<file path="src/rtl/mc_ctrl_pkg.sv">
// Shared encodings for the multi-cycle controller: command codes, FSM states,
// instruction classes and the select-field constants driven on the datapath.
package mc_ctrl_pkg;

    localparam int CMD_NOP  = 0;
    localparam int CMD_ADD  = 1;
    localparam int CMD_SUB  = 2;
    localparam int CMD_ORI  = 3;
    localparam int CMD_LW   = 4;
    localparam int CMD_SW   = 5;
    localparam int CMD_BEQ  = 6;
    localparam int CMD_JAL  = 7;
    localparam int CMD_JR   = 8;
    localparam int CMD_LUI  = 9;
    localparam int CMD_MULT = 10;
    localparam int CMD_DIV  = 11;
    localparam int CMD_MFHI = 12;
    localparam int CMD_MFLO = 13;

    localparam int CNT_W = 8;

    typedef enum logic [2:0] {
        S_FETCH    = 3'd0,
        S_DECODE   = 3'd1,
        S_EXEC     = 3'd2,
        S_MEM      = 3'd3,
        S_WB       = 3'd4,
        S_MDU_WAIT = 3'd5
    } state_t;

    // Which path through EXEC/MEM/WB an instruction takes.
    typedef enum logic [2:0] {
        CLS_NOP, CLS_ALU, CLS_LOAD, CLS_STORE, CLS_BRANCH, CLS_JAL, CLS_JR, CLS_MDU
    } cls_t;

    localparam logic [3:0] ALU_ADD  = 4'd0;
    localparam logic [3:0] ALU_SUB  = 4'd1;
    localparam logic [3:0] ALU_OR   = 4'd2;
    localparam logic [3:0] ALU_MULT = 4'd3;
    localparam logic [3:0] ALU_DIV  = 4'd4;

    localparam logic [3:0] OPT_RT   = 4'd0;
    localparam logic [3:0] OPT_ZEXT = 4'd1;
    localparam logic [3:0] OPT_SEXT = 4'd2;

    localparam logic [3:0] GRF_ALU = 4'd0;
    localparam logic [3:0] GRF_MEM = 4'd1;
    localparam logic [3:0] GRF_PC4 = 4'd2;
    localparam logic [3:0] GRF_LUI = 4'd3;
    localparam logic [3:0] GRF_HI  = 4'd4;
    localparam logic [3:0] GRF_LO  = 4'd5;

    localparam logic [2:0] JMP_PC4    = 3'd0;
    localparam logic [2:0] JMP_BRANCH = 3'd1;
    localparam logic [2:0] JMP_JAL    = 3'd2;
    localparam logic [2:0] JMP_RS     = 3'd3;

    typedef struct packed {
        logic [3:0] alu_op;
        logic [3:0] operand_type;
        logic [3:0] grf_write;
        logic [2:0] jump_signal;
    } sel_t;

    localparam sel_t SEL_NONE = '0;

    function automatic sel_t mk_sel(logic [3:0] alu, logic [3:0] opt,
                                    logic [3:0] grf, logic [2:0] jmp);
        sel_t s;
        s.alu_op       = alu;
        s.operand_type = opt;
        s.grf_write    = grf;
        s.jump_signal  = jmp;
        return s;
    endfunction

endpackage

</file>
<file path="src/rtl/mc_ctrl_decode.sv">
// Combinational command decoder: datapath selects, instruction class, illegal flag.
// MDU commands 10-13 decode only when MC_CTRL_MDU_EN is defined.
module mc_ctrl_decode import mc_ctrl_pkg::*; #(
    parameter int CMD_W = 5
) (
    input  logic [CMD_W-1:0] command,
    output sel_t             sel,
    output cls_t             cls,
    output logic             illegal
);

    always_comb begin
        // NOTE: every output gets a default first so no path infers a latch.
        sel     = SEL_NONE;
        cls     = CLS_NOP;
        illegal = 1'b0;
        case (int'(command))
            CMD_NOP: ;
            CMD_ADD: begin sel = mk_sel(ALU_ADD, OPT_RT,   GRF_ALU, JMP_PC4);    cls = CLS_ALU;    end
            CMD_SUB: begin sel = mk_sel(ALU_SUB, OPT_RT,   GRF_ALU, JMP_PC4);    cls = CLS_ALU;    end
            CMD_ORI: begin sel = mk_sel(ALU_OR,  OPT_ZEXT, GRF_ALU, JMP_PC4);    cls = CLS_ALU;    end
            CMD_LW:  begin sel = mk_sel(ALU_ADD, OPT_SEXT, GRF_MEM, JMP_PC4);    cls = CLS_LOAD;   end
            CMD_SW:  begin sel = mk_sel(ALU_ADD, OPT_SEXT, GRF_ALU, JMP_PC4);    cls = CLS_STORE;  end
            CMD_BEQ: begin sel = mk_sel(ALU_SUB, OPT_RT,   GRF_ALU, JMP_BRANCH); cls = CLS_BRANCH; end
            CMD_JAL: begin sel = mk_sel(ALU_ADD, OPT_RT,   GRF_PC4, JMP_JAL);    cls = CLS_JAL;    end
            CMD_JR:  begin sel = mk_sel(ALU_ADD, OPT_RT,   GRF_ALU, JMP_RS);     cls = CLS_JR;     end
            CMD_LUI: begin sel = mk_sel(ALU_ADD, OPT_ZEXT, GRF_LUI, JMP_PC4);    cls = CLS_ALU;    end
`ifdef MC_CTRL_MDU_EN
            CMD_MULT: begin sel = mk_sel(ALU_MULT, OPT_RT, GRF_ALU, JMP_PC4);    cls = CLS_MDU;    end
            CMD_DIV:  begin sel = mk_sel(ALU_DIV,  OPT_RT, GRF_ALU, JMP_PC4);    cls = CLS_MDU;    end
            CMD_MFHI: begin sel = mk_sel(ALU_ADD,  OPT_RT, GRF_HI,  JMP_PC4);    cls = CLS_ALU;    end
            CMD_MFLO: begin sel = mk_sel(ALU_ADD,  OPT_RT, GRF_LO,  JMP_PC4);    cls = CLS_ALU;    end
`endif
            default: illegal = 1'b1;
        endcase
    end

endmodule

</file>
<file path="src/rtl/mc_ctrl.sv">
// Multi-cycle processor control FSM (FETCH/DECODE/EXEC/MEM/WB/MDU_WAIT).
// Define MC_CTRL_MDU_EN to build the mult/div unit wait state and busy output.
module mc_ctrl import mc_ctrl_pkg::*; #(
    parameter int CMD_W   = 5,
    parameter int MDU_LAT = 5
) (
    input  logic             clk,
    input  logic             reset,
    input  logic [CMD_W-1:0] command,
    input  logic             zero,
    output logic             pc_write,
    output logic             ir_write,
    output logic             reg_write,
    output logic             mem_write,
    output logic [3:0]       ALUop,
    output logic [3:0]       operand_type,
    output logic [3:0]       GRF_write,
    output logic [2:0]       jump_signal,
    output logic [2:0]       state,
    output logic             instr_done,
    output logic             busy,
    output logic             illegal
);

    state_t           state_q, state_d;
    sel_t             sel_q, sel_dec, sel_c;
    cls_t             cls_q, cls_dec;
    logic             ill_dec;
    logic [CNT_W-1:0] cnt_q, cnt_d;
    logic             pc_c, ir_c, reg_c, mem_c, done_c, ill_c;
`ifdef MC_CTRL_MDU_EN
    logic             busy_c;
`endif

    mc_ctrl_decode #(.CMD_W(CMD_W)) u_decode (
        .command (command),
        .sel     (sel_dec),
        .cls     (cls_dec),
        .illegal (ill_dec)
    );

    always_ff @(posedge clk) begin
        // NOTE: state registers use non-blocking assignments only.
        if (reset) begin
            state_q <= S_FETCH;
            cnt_q   <= '0;
            sel_q   <= SEL_NONE;
            cls_q   <= CLS_NOP;
        end else begin
            state_q <= state_d;
            cnt_q   <= cnt_d;
            if (state_q == S_DECODE) begin
                sel_q <= sel_dec;
                cls_q <= cls_dec;
            end
        end
    end

    always_comb begin
        state_d = state_q;
        cnt_d   = cnt_q;
        sel_c   = sel_q;
        pc_c    = 1'b0;
        ir_c    = 1'b0;
        reg_c   = 1'b0;
        mem_c   = 1'b0;
        done_c  = 1'b0;
        ill_c   = 1'b0;
`ifdef MC_CTRL_MDU_EN
        busy_c  = 1'b0;
`endif
        case (state_q)
            S_FETCH: begin
                sel_c   = SEL_NONE;
                ir_c    = 1'b1;
                pc_c    = 1'b1;
                state_d = S_DECODE;
            end
            S_DECODE: begin
                sel_c = sel_dec;
                ill_c = ill_dec;
                case (cls_dec)
                    CLS_NOP: begin state_d = S_FETCH; done_c = 1'b1; end
                    CLS_JAL: state_d = S_WB;
                    default: state_d = S_EXEC;
                endcase
            end
            S_EXEC: begin
                // Loaded on every EXEC; only MDU_WAIT ever reads it.
                cnt_d = CNT_W'(MDU_LAT - 1);
                case (cls_q)
                    CLS_ALU:             state_d = S_WB;
                    CLS_LOAD, CLS_STORE: state_d = S_MEM;
                    CLS_BRANCH: begin pc_c = zero; state_d = S_FETCH; done_c = 1'b1; end
                    CLS_JR:     begin pc_c = 1'b1; state_d = S_FETCH; done_c = 1'b1; end
`ifdef MC_CTRL_MDU_EN
                    CLS_MDU:             state_d = S_MDU_WAIT;
`endif
                    default: begin state_d = S_FETCH; done_c = 1'b1; end
                endcase
            end
            S_MEM: begin
                if (cls_q == CLS_LOAD) begin
                    state_d = S_WB;
                end else begin
                    mem_c   = 1'b1;
                    state_d = S_FETCH;
                    done_c  = 1'b1;
                end
            end
            S_WB: begin
                reg_c   = 1'b1;
                pc_c    = (cls_q == CLS_JAL);
                state_d = S_FETCH;
                done_c  = 1'b1;
            end
            S_MDU_WAIT: begin
`ifdef MC_CTRL_MDU_EN
                busy_c = 1'b1;
`endif
                if (cnt_q == '0) begin
                    state_d = S_FETCH;
                    done_c  = 1'b1;
                end else begin
                    cnt_d = cnt_q - 1'b1;
                end
            end
            default: begin
                sel_c   = SEL_NONE;
                state_d = S_FETCH;
            end
        endcase
    end

    // A reset cycle forces every output to zero, including mid-instruction strobes.
    assign pc_write     = pc_c   & ~reset;
    assign ir_write     = ir_c   & ~reset;
    assign reg_write    = reg_c  & ~reset;
    assign mem_write    = mem_c  & ~reset;
    assign instr_done   = done_c & ~reset;
    assign illegal      = ill_c  & ~reset;
    assign ALUop        = reset ? 4'd0 : sel_c.alu_op;
    assign operand_type = reset ? 4'd0 : sel_c.operand_type;
    assign GRF_write    = reset ? 4'd0 : sel_c.grf_write;
    assign jump_signal  = reset ? 3'd0 : sel_c.jump_signal;
    assign state        = reset ? 3'd0 : state_q;
`ifdef MC_CTRL_MDU_EN
    assign busy         = busy_c & ~reset;
`else
    assign busy         = 1'b0;
`endif

endmodule

</file>
<file path="config.mk">
export PLATFORM = sky130hd
export DESIGN_NAME = mc_ctrl
export DESIGN_NICKNAME = d
export VERILOG_FILES = /design/src/rtl/mc_ctrl_pkg.sv /design/src/rtl/mc_ctrl_decode.sv /design/src/rtl/mc_ctrl.sv
export SDC_FILE = /design/constraint.sdc
export NUM_CORES = 1
export LEC_CHECK = 0
export CORE_MARGIN = 8
export CORE_UTILIZATION = 40
export DETAILED_ROUTE_END_ITERATION = 7
export HOLD_SLACK_MARGIN = 0.1
export PLACE_DENSITY = 0.68
export REMOVE_ABC_BUFFERS = 1
export SLEW_MARGIN = 10
export SYNTH_ARGS = -nofsm -noshare
export SYNTH_HDL_FRONTEND = slang
export SYNTH_SLANG_ARGS = --single-unit
</file>
<file path="constraint.sdc">
create_clock -name clk -period 1.91 [get_ports clk]
set_input_delay 0.382 -clock clk [delete_from_list [all_inputs] [get_ports clk]]
set_output_delay 0.382 -clock clk [all_outputs]
set_load 0.02 [all_outputs]
</file>
* After elaboration in Yosys (flattened, before gate mapping)
Index checks and enable logic that the tools add are counted.
** Operators by class
- Equality and inequality tests :: 23
- Bitwise logic cells :: 7
- Multiplexer cells :: 27
- $add $sub $neg :: 1
- Reduce and logical (&&, ||, !) cells :: 11
** Operators by type and width (number)
- $pmux 13 s8 :: 1
- $pmux 15 s2 :: 1
- $eq 5x3->1 const B :: 4
- $eq 3x3->1 const B :: 6
- $pmux 3 s6 :: 1
- $pmux 8 s2 :: 1
- $pmux 3 s5 :: 1
- $eq 3x2->1 const B :: 4
- $mux 3 :: 4
- $mux 4 :: 3
- $pmux 3 s2 :: 2
- $eq 5x2->1 const B :: 2
- $eq 5x4->1 const B :: 2
- $reduce_or 10->1 :: 1
- $mux 1 :: 9
- $logic_not 8->1 :: 1
- $mux 8 :: 1
- $reduce_or 4->1 :: 2
- $sub 8x1->8 const B :: 1
- $and 1x1->1 :: 6
- $eq 3x1->1 const B :: 2
- $logic_not 3->1 :: 2
- $eq 5x1->1 const B :: 1
- $logic_not 5->1 :: 1
- 9 further kinds :: 10
** Word-level totals
- Register bits after elaboration :: 29

* Depth between registers and ports, before layout
- Depth in word-level cells :: 7
- Depth in mapped cells :: 7
- Depth with buffers taken out :: 6

* Modules after synthesis
From an unflattened synthesis, not the netlist that was laid out.
** Second synthesis, totals
- Cells, all modules :: 256
- Area, all modules :: 1859.3 sq um
** By module, submodules not included
- mc_ctrl :: area an instance 1594.0 sq um, cells each 220, instances 1
- mc_ctrl_decode :: area an instance 265.3 sq um, cells each 36, instances 1

* Worst setup path before layout
Ideal clock, no wire load.
- Path kind :: flip-flop to output port
- Start point :: register state_q[2]
- End point :: output port instr_done
- Required time :: 1528 ps
- Stages on the path, launching flop included :: 8
- Arrival time :: 1683 ps
- Slack :: -155 ps
- Cell sequence :: dfxtp_1 -> buf_2 -> inv_1 -> ha_1 -> buf_1 -> inv_1 -> a2111o_1 -> o31ai_1
** Between the ends
- Longest elaborated chain between the ends :: 3
- Elaborated cells on any way between the ends :: 7
- Those cells by class :: 5 x eq/ne; 1 x mux; 1 x bitwise
** RTL lines
- start: declaration :: RTL line mc_ctrl.sv:25 : state_t state_q, state_d;
- start signal: assignment :: RTL line mc_ctrl.sv:50 : state_q <= state_d;
- $eq 3x3->1 (tied with other cells) :: RTL line mc_ctrl.sv:72 : case (state_q)
- $pmux 1 s5 (*) :: RTL line mc_ctrl.sv:72
- $and 1x1->1 (*) :: RTL line mc_ctrl.sv:140 : assign instr_done = done_c & ~reset;
- end: declaration :: RTL line mc_ctrl.sv:20 : output logic instr_done,
Every way passes the cells marked *; elsewhere a longest branch is shown, timed or not.

* Final worst setup path
- Start point :: register state_q[2]
- End point :: output port operand_type[0]
** Between the ends
- Longest elaborated chain between the ends :: 4
- Elaborated cells on any way between the ends :: 8
- Those cells by class :: 5 x eq/ne; 2 x mux; 1 x reduce/logical
** RTL lines
- $eq 3x3->1 / $eq 3x2->1 (equally long branches) :: RTL line mc_ctrl.sv:72
- $reduce_or 4->1 (no source line)
- $pmux 15 s2 (*) :: RTL line mc_ctrl.sv:72
- $mux 4 (*) :: RTL line mc_ctrl.sv:143 : assign operand_type = reset ? 4'd0 : sel_c.operand_type;
- end: declaration :: RTL line mc_ctrl.sv:16 : output logic [3:0] operand_type,
Marks and branches as above.

==> results by group <==
Outcome
  – Status: complete, but fails checks
  – Failing checks: setup timing

Timing
  – Slew Viols, Final: 0
  – Clock skew: between 0.003 and 0.004 ns
  – Fin Hold WS: between 0.4 and 0.5 ns
  – Final count of hold timing violations: 0
  – Final Critical Period: between 2 and 2.5 ns
  – Final count of negative-setup-slack endpoints: 8
  – Final setup margin: -0.229 ns
  – RSZ-0062 raised after global routing: yes
  – Tcrit/Tclk final: 1.12
  – Fmax: between 0.4 and 0.5 GHz
  – Final setup TNS: -1.03 ns

Clock tree
  – Clock tree buffer depth: 2
  – CTS buffer count: 3
  – TritonCTS clock tree: done
  – CTS root buf: clkbuf_8
  – Clk Latency, worst-skew pair: between 0.2 and 0.3 ns
  – Clock sinks: 22
  – Clock H-tree levels: 1
  – Worst-path clk slew: approximately 0.09 ns
  – Post-cts hold buffer count: 0

Worst setup path
  – Worst path max stage delay: 0.50 ns
  – Worst Path Buf+Inv: 1
  – Setup crit end kind: output port
  – Critical Path AT: 1.76 ns
  – Worst-path fanout max: 6
  – Worst Setup Path Type: flop to output port
  – Critical path depth: 5
  – Startpoint Class: flop
  – Cell family with most CP delay: simple AND/OR/NAND/NOR gates
  – Critical Path RT: between 1.5 and 2 ns
  – Worst path slowest cell: or4_4
  – FF-to-FF path depth: 10
  – Cell-by-cell trace of the critical path: nor4b_4, nand2_1, or4_4, nand2_2, buf_6

Power and ir drop
  – Flop pwr share: 0.395
  – Combinational Power Share: 0.235
  – Design Power: around 1.2 mW
  – Psw: 317 µW
  – Pwr dens: between 400 and 500 nW/µm²
  – Leakage Power: between 1 and 1.5 nW
  – Net Sw Frac: 0.267
  – Clock power share: 0.370
  – Max VDD drop: approximately 0.32 mV
  – Pint: around 870 µW

Die
  – Initial Util: 0.411
  – Die width: 76.9 µm
  – Core area: about 3600 µm²
  – Die height: between 70 and 80 µm
  – DIE AREA: just under 6000 µm²
  – IO Pins: 33
  – Cell Rows: 22

Yosys
  – #FFs+latches synth: 22
  – Yosys warning total: 0
  – Yosys top cell by area: dfxtp_1
  – Syn_area_per_cell: ~7.7 µm²
  – Mapped Cells: around 190
  – Netlist cell types: 49
  – Cell with the most instances after synthesis: nand2_1
  – Top post-synthesis cells by area: dfxtp_1, a21oi_1, nand2_1
  – EDFF count, synth: 0
  – Post-Syn Area: ~1500 µm²
  – Synth top area share: 0.297
  – Async SR Flop Fraction: 0
  – Top cells by instance count after synthesis: nand2_1, dfxtp_1, a21oi_1, nor2_1, buf_4
  – Top_reg_cell synth: dfxtp_1
  – Sequential area share after synthesis: 0.297

Layout
  – # fillers: 313
  – Design Area, Final: 2450 µm²
  – Final #Nets: 293
  – Storage cell area: around 450 µm²
  – Layout cells sized above 1: 0.488
  – Area taken by multi-input logic gates: about 1100 µm²
  – Synth-to-Final Area Change: 65.4%
  – Non-Filler Instances: around 330
  – Final core occ: 0.680
  – Number of diodes: 0

Drt
  – Final ANT Viol Nets: 0
  – First DRT Iteration DRCs: 51
  – Drc violations: 0
  – Post-Route WL: roughly 4.6 mm
  – 1st-pass router iterations: 4
  – Vias/cell: 5.10
  – Drt wl/cell: 14.0 µm
  – Total number of vias: about 1700

Placement
  – Placed Cells: ~310
  – Routability Congestion: roughly 0.83
  – # port buffers: 24
  – Dpl ws: -0.868 ns
  – Post-DP HPWL: 3.17 mm
  – Cell Area, Placed: around 2200 µm²

Job
  – Max-capacitance violation count: 0

GRT
  – GRT Overall Usage: 0.151
  – Initial antenna violation count: 0
  – Vias in the first global route: between 1500 and 2000
  – Largest net degree at the start of global routing: 20
  – GRT overflow: 0
  – First-pass GRT wire length: 7.67 mm

Worst hold path
  – Min-delay worst type: flop to flop
  – Hold Crit Depth: 2
flip-flops by register name, indices dropped and copies added (netlist names):
name / count
state_q: 3
cls_q: 3
sel_q: 8
cnt_q: 8
layer usage:
| layer | wire length, µm | global-route usage | vias up |
|---|---|---|---|
| li1 | - | - | 846 |
| met1 | 2000 | 0.167 | 804 |
| met2 | 2480 | 0.290 | 27 |
| met3 | 127 | 0.0291 | 2 |
| met4 | 7 | 0.0250 | 0 |
| met5 | 0 | 0 | - |
layout make-up:
class | instances | area share
Multi-Input combinational cell | 150 | 0.436
Timing Repair Buffer | 98 | 0.316
Sequential cell | 22 | 0.184
Tap cell | 48 | 0.0245
Clock buffer | 3 | 0.0168
Clock inverter | 1 | 0.0122
Inverter | 7 | 0.0107
worst register-to-register path, cell delays in order, from the launching register on:
cell and delay [ns]:
dfxtp_4 0.38, nor4b_4 0.29, buf_4 0.20, nand2_2 0.08, buf_4 0.14, buf_4 0.12, buf_4 0.12, buf_4 0.12
buf_4 0.12, buf_4 0.11, a21oi_1 0.11
placed cells by master, fill, tap and decap left out, drive strengths merged, types with 3 or more instances in the layout:
master | synthesis | routed
buf | 15 | 90
nand3b | 3 | 3
nor4 | 3 | 3
clkbuf | 6 | 5
a22oi | 3 | 3
nor2 | 21 | 21
o21ai | 3 | 3
a211oi | 3 | 3
conb | 1 | 8
nor4b | 3 | 3
nand3 | 3 | 3
nor2b | 3 | 3
o31ai | 3 | 3
xnor2 | 3 | 3
nand2b | 3 | 3
a21oi | 22 | 22
inv | 7 | 7
dlygate4sd2 | 0 | 4
ha | 3 | 3
nor3 | 9 | 9
nor3b | 3 | 3
dfxtp | 22 | 22
nand2 | 25 | 25
logic make-up (layout without fill, tap and decap cells):
logic type | after synthesis | count (layout) | synth area share
AND/OR/NAND/NOR | 86 | 86 | 0.332
AO/OA/AOI/OAI | 46 | 46 | 0.202
buffers and inverters | 28 | 109 | 0.0970
flip-flops | 22 | 22 | 0.297
XOR/XNOR | 4 | 4 | 0.0236
other | 1 | 8 | 0.00253
multiplexers | 3 | 3 | 0.0211
adder cells (fa/ha/maj) | 3 | 3 | 0.0253
path summary, 6_finish.rpt:
kind,from,end,slack (ns)
setup / recovery,state_q[2],operand_type[0],-0.23
hold / removal,sel_q[8],sel_q[8],0.46
setup reg to reg,state_q[2],sel_q[1],0.07
hold reg to reg,sel_q[8],sel_q[8],0.46
repair_timing:
item	CTS	global route
pin swaps	9	13
setup buffers	12	2
setup endpoints to repair	17	15
gates cloned	0	0
gates resized for setup	109	35
power groups by stage:
stage	clock [mW]	combinational (mW)	sequential (mW)
floorplan	0	0.0943	0.488
global placement	0	0.245	0.482
detailed placement	0	0.245	0.483
CTS	0.446	0.255	0.470
global route	0.470	0.300	0.471
finish	0.440	0.279	0.470
(Power assumes the default switching activity.)
